===== src/rtl/cpu_stall.sv =====
// Hack CPU core with a memory-ready stall handshake and a RUN/HALT state machine.
// Optional commit/stall performance counters are enabled with `define CPU_PERF_CNT_EN.
module cpu_stall #(
  parameter int DATA_W = 16,
  parameter int ADDR_W = 15
) (
  input  logic              clk,
  input  logic              reset,
  input  logic [15:0]       instruction,
  input  logic              instrValid,
  input  logic [DATA_W-1:0] inM,
  input  logic              memReady,
  output logic [DATA_W-1:0] outM,
  output logic              writeM,
  output logic [ADDR_W-1:0] addressM,
  output logic [ADDR_W-1:0] pc,
`ifdef CPU_PERF_CNT_EN
  output logic [31:0]       instretCnt,
  output logic [31:0]       stallCnt,
`endif
  output logic              stalled,
  output logic              halted
);

  typedef enum logic {RUN, HALT} state_t;

  state_t              state_q, state_d;
  logic [DATA_W-1:0]   a_q, a_d;
  logic [DATA_W-1:0]   d_q, d_d;
  logic [ADDR_W-1:0]   pc_q, pc_d;

  logic                is_c, a_bit;
  logic                zx, nx, zy, ny, f, no;
  logic                dest_a, dest_d, dest_m;
  logic [2:0]          jump;
  logic [DATA_W-1:0]   alu_x, alu_y, alu_out;
  logic                zr, ng;
  logic                needs_m, stall, commit, take, halt_now;

  always_comb begin
    is_c   = instruction[15];
    a_bit  = instruction[12];
    zx     = instruction[11];
    nx     = instruction[10];
    zy     = instruction[9];
    ny     = instruction[8];
    f      = instruction[7];
    no     = instruction[6];
    dest_a = instruction[5];
    dest_d = instruction[4];
    dest_m = instruction[3];
    jump   = instruction[2:0];
  end

  always_comb begin
    alu_x = d_q;
    if (zx) alu_x = '0;
    if (nx) alu_x = ~alu_x;
    alu_y = a_bit ? inM : a_q;
    if (zy) alu_y = '0;
    if (ny) alu_y = ~alu_y;
    alu_out = f ? (alu_x + alu_y) : (alu_x & alu_y);
    if (no) alu_out = ~alu_out;
    zr = (alu_out == '0);
    ng = alu_out[DATA_W-1];
  end

  always_comb begin
    needs_m  = is_c & (a_bit | dest_m);
    stall    = instrValid & needs_m & ~memReady;
    commit   = instrValid & ~stall & ~halted;
    take     = is_c & ((jump[2] & ng) | (jump[1] & zr) | (jump[0] & ~ng & ~zr));
    halt_now = commit & is_c & (jump == 3'b111) & (a_q[ADDR_W-1:0] == pc_q);
  end

  // A, D and pc all sample pre-edge values, so a jump with dest A targets the old A.
  always_comb begin
    state_d = state_q;
    a_d     = a_q;
    d_d     = d_q;
    pc_d    = pc_q;
    if (commit) begin
      if (!is_c) begin
        a_d = {{(DATA_W-15){1'b0}}, instruction[14:0]};
      end else begin
        if (dest_a) a_d = alu_out;
        if (dest_d) d_d = alu_out;
      end
      if (halt_now) begin
        state_d = HALT;
      end else if (take) begin
        pc_d = a_q[ADDR_W-1:0];
      end else begin
        pc_d = pc_q + ADDR_W'(1);
      end
    end
  end

  always_ff @(posedge clk or posedge reset) begin
    if (reset) begin
      state_q <= RUN;
      a_q     <= '0;
      d_q     <= '0;
      pc_q    <= '0;
    end else begin
      state_q <= state_d;
      a_q     <= a_d;
      d_q     <= d_d;
      pc_q    <= pc_d;
    end
  end

  assign halted   = (state_q == HALT);
  assign stalled  = stall & ~halted;
  assign outM     = alu_out;
  assign writeM   = is_c & dest_m & instrValid & ~halted & ~reset;
  assign addressM = a_q[ADDR_W-1:0];
  assign pc       = pc_q;

`ifdef CPU_PERF_CNT_EN
  logic [31:0] instret_q, instret_d;
  logic [31:0] stall_cnt_q, stall_cnt_d;

  always_comb begin
    instret_d   = instret_q + (commit ? 32'd1 : 32'd0);
    stall_cnt_d = stall_cnt_q + (stalled ? 32'd1 : 32'd0);
  end

  always_ff @(posedge clk or posedge reset) begin
    if (reset) begin
      instret_q   <= '0;
      stall_cnt_q <= '0;
    end else begin
      instret_q   <= instret_d;
      stall_cnt_q <= stall_cnt_d;
    end
  end

  assign instretCnt = instret_q;
  assign stallCnt   = stall_cnt_q;
`endif

endmodule


===== config.mk =====
export PLATFORM = sky130hd
export DESIGN_NAME = cpu_stall
export DESIGN_NICKNAME = d
export VERILOG_FILES = /design/src/rtl/cpu_stall.sv
export SDC_FILE = /design/constraint.sdc
export NUM_CORES = 1
export LEC_CHECK = 0
export BUFFER_PORTS_ARGS = -buffer_cell sky130_fd_sc_hd__buf_2
export CAP_MARGIN = 10
export CORE_UTILIZATION = 58
export DETAILED_ROUTE_END_ITERATION = 8
export PLACE_DENSITY_LB_ADDON = 0.12
export SETUP_SLACK_MARGIN = 0.15
export SLEW_MARGIN = 20
export SYNTH_ARGS = -nofsm -noshare
export SYNTH_HDL_FRONTEND = slang
export SYNTH_SLANG_ARGS = --single-unit

===== constraint.sdc =====
create_clock -name clk -period 4.7 [get_ports clk]
set_clock_uncertainty 0.2 [all_clocks]
set_input_delay 0.235 -clock clk [delete_from_list [all_inputs] [get_ports clk]]
set_output_delay 0.235 -clock clk [all_outputs]
set_load 0.02 [all_outputs]

## Word level (Yosys, flattened, before mapping)

Index checks and enable logic that the tools add are counted.

| storage, ports and cells | value |
|---|---|
| output and inout bits | 49 |
| bits in registers | 48 |

| cells by class | value |
|---|---|
| bitwise logic cells | 32 |
| mux-type cells | 10 |
| add/subtract/negate cells | 2 |
| reductions and logical operators | 5 |
| eq/ne operators | 3 |

Operator list:

| operator | number |
|---|---|
| two-way mux 16 bit | 9 |
| inverter 16 bit | 3 |
| AND 1 bit | 18 |
| adder 16 bit | 1 |
| AND 16 bit | 1 |
| logical NOT 16 bit | 1 |
| adder 15 x 1 -> 15 bit (second input constant) | 1 |
| equality test 15 bit | 1 |
| two-way mux 15 bit | 1 |
| inverter 1 bit | 7 |
| AND reduction 2 bit | 3 |
| equality test 3 bit (second input constant) | 1 |
| OR 1 bit | 3 |
| AND reduction 3 bit | 1 |
| inequality test 2 bit (second input constant) | 1 |

## Depth between registers and ports, before layout

| depth | value |
|---|---|
| depth in word-level cells | 14 |
| mapped depth | 20 |
| gate-level depth less buffers | 15 |

## Worst setup path before layout

Ideal clock, no wire load.

| path | value |
|---|---|
| path type | input-to-reg |
| start point | in instruction[12] |
| end point | reg pc_q[3] (netlist: pc[3]) |
| path buffers | 5 |
| arrival time | 4.500 ns |
| stages on the path | 19 |
| setup slack | -0.145 ns |
| required time | 4.355 ns |
| cell sequence | clkbuf_1 > buf_1 > mux2i_1 > nor2_1 > xor2_1 > ha_1 > buf_2 > and2_1 > a311o_1 > a221oi_2 > nor4_1 > or4_4 > a22oi_2 > nand4_1 > a311oi_2 > buf_4 > buf_8 > mux2i_1 > a22oi_2 |

| on the way | value |
|---|---|
| cells in the longest elaborated chain, start to end | 14 |

RTL lines:

| item | line | text |
|---|---|---|
| start, declared | 9 | `input logic [15:0] instruction,` |
| two-way mux 16 bit | 59 | `alu_y = a_bit ? inM : a_q;` |
| two-way mux 16 bit | 60 | `if (zy) alu_y = '0;` |
| inverter 16 bit | 61 | `if (ny) alu_y = ~alu_y;` |
| two-way mux 16 bit | 61 |  |
| adder 16 bit or AND 16 bit (tied branches) | 62 | `alu_out = f ? (alu_x + alu_y) : (alu_x & alu_y);` |
| two-way mux 16 bit | 62 |  |
| inverter 16 bit | 63 | `if (no) alu_out = ~alu_out;` |
| two-way mux 16 bit | 63 |  |
| logical NOT 16 bit or inverter 1 bit (tied branches) | 64, 72 |  |
| AND 1 bit or inverter 1 bit (tied branches) | 72 | `take = is_c & ((jump[2] & ng) \| (jump[1] & zr) \| (jump[0] & ~ng & ~zr));` |
| OR 1 bit or AND 1 bit (tied branches) | 72 |  |
| OR 1 bit | 72 |  |
| AND 1 bit | 72 |  |
| two-way mux 15 bit | 91 | `end else if (take) begin` |
| end signal, assigned | 109 | `pc_q <= pc_d;` |
| end, declared | 30 | `logic [ADDR_W-1:0] pc_q, pc_d;` |

Parallel ways exist; a longest one is shown, timed or not.
A chain may end at the register's enable or synchronous reset.

## Worst setup path in the final report

| path | value |
|---|---|
| start point | reg a_q[3] |
| end point | reg pc_q[12] (netlist: pc[12]) |

| on the way | value |
|---|---|
| cells in the longest elaborated chain, start to end | 14 |

RTL lines:

| item | line | text |
|---|---|---|
| start, declared | 28 | `logic [DATA_W-1:0] a_q, a_d;` |
| start signal, assigned | 102 | `a_q <= '0;` |
| start signal, assigned | 107 | `a_q <= a_d;` |
| two-way mux 16 bit | 59 |  |
| two-way mux 16 bit | 60 |  |
| inverter 16 bit | 61 |  |
| two-way mux 16 bit | 61 |  |
| adder 16 bit or AND 16 bit (tied branches) | 62 |  |
| two-way mux 16 bit | 62 |  |
| inverter 16 bit | 63 |  |
| two-way mux 16 bit | 63 |  |
| logical NOT 16 bit or inverter 1 bit (tied branches) | 64, 72 |  |
| AND 1 bit or inverter 1 bit (tied branches) | 72 |  |
| OR 1 bit or AND 1 bit (tied branches) | 72 |  |
| OR 1 bit | 72 |  |
| AND 1 bit | 72 |  |
| two-way mux 15 bit | 91 |  |

Parallel ways exist; a longest one is shown, timed or not.

==> results.toml <==
[sta]
fin_crit_sh_pct = 93.55
setup_tns_ns = 0
clock.fmax_mhz = 227.4
hold_viol = 0
worstMarginPinSlew_ns = 0.8811
grt_setup_unrepaired = "false"
setup_viol = 0
period_minus_slack_ns = 4.397
relSlewSlack_pct = 41.26
hold_ws_ns = 0.04274
drv_slew = 0

[clock_tree]
cts.sinks = 48
cts_buffer_depth = 2
clkSlewWorstSetupHoldPaths_ns = 0.10
root_buffer = "clkbuf_8"
insertion_delay_ns = 0.31
cts_tree = "yes"
numCtsBuffers = 5
cts-htree-levels = 2

[die]
dieWidth_um = 94.45
row_count = 33
die_area_um2 = 8921
die_h_um = 94.45
io_pins = 85
start_util_pct = 60.03
core_area_um2 = 8258

[critical_path]
path_cells = "mux2i_1 -> nor2_1 -> xor2_1 -> ha_2 -> buf_4 -> a311o_1 -> a221oi_4 -> nor4_4 -> o31ai_1 -> a22oi_2 -> a31o_1 -> a311oi_4 -> buf_4 -> buf_12 -> a21oi_1 -> a311o_1"
startpoint = "a_q[3]"
max_stage_delay_ns = 0.44
slowest_stage = "o31ai_1"
r2r-start = "a_q[3]"
cp_num_buf_inv = 3
crit_required_ns = 4.71
path_max_fanout = 8
cp_top_family = "compound AO/OA/AOI/OAI gates"
arrival_ns = 4.40
critPathLaunchType = "flop"
cp-end-kind = "flop"
critPathKind = "flop to flop"

[global_routing]
first_global_vias = 4497
grt_start_max_net_pins = 49
overflow = 0
grt_pass1_wl_um = 21940
grt_usage_pct = 31.34
grt_antenna_before_repair = 0

[placement]
postPlaceCellArea_um2 = 5465
hpwl_um = 10100
dp_cells = 760
portBuffers = 84
routabilityCongestion = 0.8964

[logic_synthesis]
synth_enable_flop_cells = 0
synth_top_area_share_pct = 24.23
ys_top_cells_by_count = "dfrtp_1, nand2_1, o21ai_0, mux2i_1, nor2_1"
synth_area_per_cell_um2 = 8.276
yosys_warnings = 0
synth_fp_nets = 653
ys_seq_area_share_pct = 24.23
syn-cell-area_um2 = 4957
synth-seq-cells = 48
synth_most_common_cell = "dfrtp_1"
yosys.area.top_type = "dfrtp_1"
synthFlopType = "dfrtp_1"
synthCells = 599
async_reset_ff_share_pct = 100.0
yosys-top-cells-area = "dfrtp_1, mux2i_1, xnor2_1, ha_1, o21ai_0"
ys_types = 70

[final_layout]
syn_to_final_growth_pct = 19.61
antennaDiodeCount = 0
layout-drive-gt1-share_pct = 29.50
stdcell_count = 783
layout.nets = 731
postLayoutCellArea_um2 = 5929
fin_util_pct = 71.80

[route]
num_vias = 4848
wirelength_um = 14110
vias_per_cell = 6.192
wire_per_inst_um = 18.03
drtIter0Drc = 247
drc = 0
final_antenna_net_count = 0
drt_pass1_iterations = 4

[pwr]
power_frac_comb_pct = 68.4
power_density_nw_per_um2 = 541.4
leakagePower_nw = 2.582
p_sw_share_pct = 49.20
pwr-share-seq_pct = 22.9
p_switching_mw = 1.580
internal_power_mw = 1.631
pwr-share-clk_pct = 8.7
vdd_drop_max_v = 0.0002358

[run_status]
outcome = "finished, final reports clean"

[min_path]
hold_class = "primary input to flop"
hold_start = "instruction[13]"

[job]
maxCapViolations = 0
[path summary, 6_finish.rpt]
kind | to | slack [ns] | depth (start not counted)
min in group asynchronous | pc[5] | 0.41 | 3
min | a_q[13] | 0.04 | 3
max reg2reg | pc[12] | 0.30 | 16
max in group asynchronous | a_q[11] | 3.30 | 3
max | pc[12] | 0.30 | 16
min reg2reg | d_q[2] | 0.30 | 2
[cell usage in the layout (no fill, tap or decap), drive strengths merged, types with 3 or more instances in the layout]
cell and count:
buf 124, dfrtp 48, nand2 47, o21ai 47, nor2 39, mux2i 39
xnor2 36, inv 25, xor2 24, nand2b 20, a21oi 20, nand3 18
ha 17, nor2b 13, mux2 12, a22oi 11, and3 9, nand4 8
nor3 8, clkbuf 8, nand3b 6, o21a 6, and2 6, a211oi 6
a311o 5, a21o 5, nor4 5, o211ai 4, nor3b 4, or2 4
a2111oi 4, o31ai 4, or4 4, a31oi 3, or3 3, o221ai 3
[tightest hold or removal path: cells and delay by family]
family,cells,cell delay (ns)
AO/OA/AOI/OAI,2,0.21
buffers and inverters,1,0.07
[sequential cells by signal, summed over array words and instances, names as in the netlist]
signal  flops
a_q        16
d_q        16
pc         15
halted      1
[power groups by stage]
stage,logic [mW],registers (mW),clock network [mW]
6_report,2.20,0.735,0.280
5_1_grt,2.37,0.760,0.295
4_1_cts,1.95,0.733,0.282
3_5_place_dp,1.94,0.741,0
3_3_place_gp,1.89,0.731,0
2_1_floorplan,1.34,0.784,0
[kinds of logic (layout without fill, tap and decap cells)]
kind of cell / Yosys count / after routing / share of synthesized area (%)
AO/OA/AOI/OAI: 142 / 142 / 21.10
multiplexers: 51 / 51 / 10.60
buffers and inverters: 82 / 161 / 7.976
flip-flops: 48 / 48 / 24.23
AND/OR/NAND/NOR: 198 / 198 / 20.65
adder cells (fa/ha/maj): 18 / 18 / 4.695
XOR/XNOR: 60 / 60 / 10.75
[timing repair]
item                                   4_1_cts  5_1_grt
endpoints found under the hold margin        0       48
hold buffers                                 0        1
gates resized for setup                      0       44
setup buffers                                0       12
setup endpoints to repair                    0       15
[area by class of cell]
| class | instances | area [µm²] |
|---|---|---|
| timing repair buffer | 127 | 809.5 |
| clock buffer | 6 | 82.58 |
| fill | 649 | 2328 |
| sequential | 48 | 1209 |
| clock inverter | 2 | 15.01 |
| tap | 105 | 131.4 |
| inverter | 26 | 98.84 |
| multi-input combinational | 469 | 3583 |
[through the flow]
stage                     total power [mW]  worst slack [ns]
after floorplan                      2.127            0.1689
after global placement               2.626           0.08678
after detailed placement             2.683           0.03158
after CTS                            2.964            0.2115
after global routing                 3.428           0.05104
final                                3.210            0.3030
[layer usage]
layer | up-vias | share of wire, % | GRT usage (%)
met5 | - | 0 | 0
met4 | 0 | 3.9 | 13.51
met3 | 48 | 5.7 | 4.267
met2 | 214 | 48 | 51.81
met1 | 2300 | 43 | 40.86
li1 | 2286 | - | -
Power figures use the tool's default switching activity.
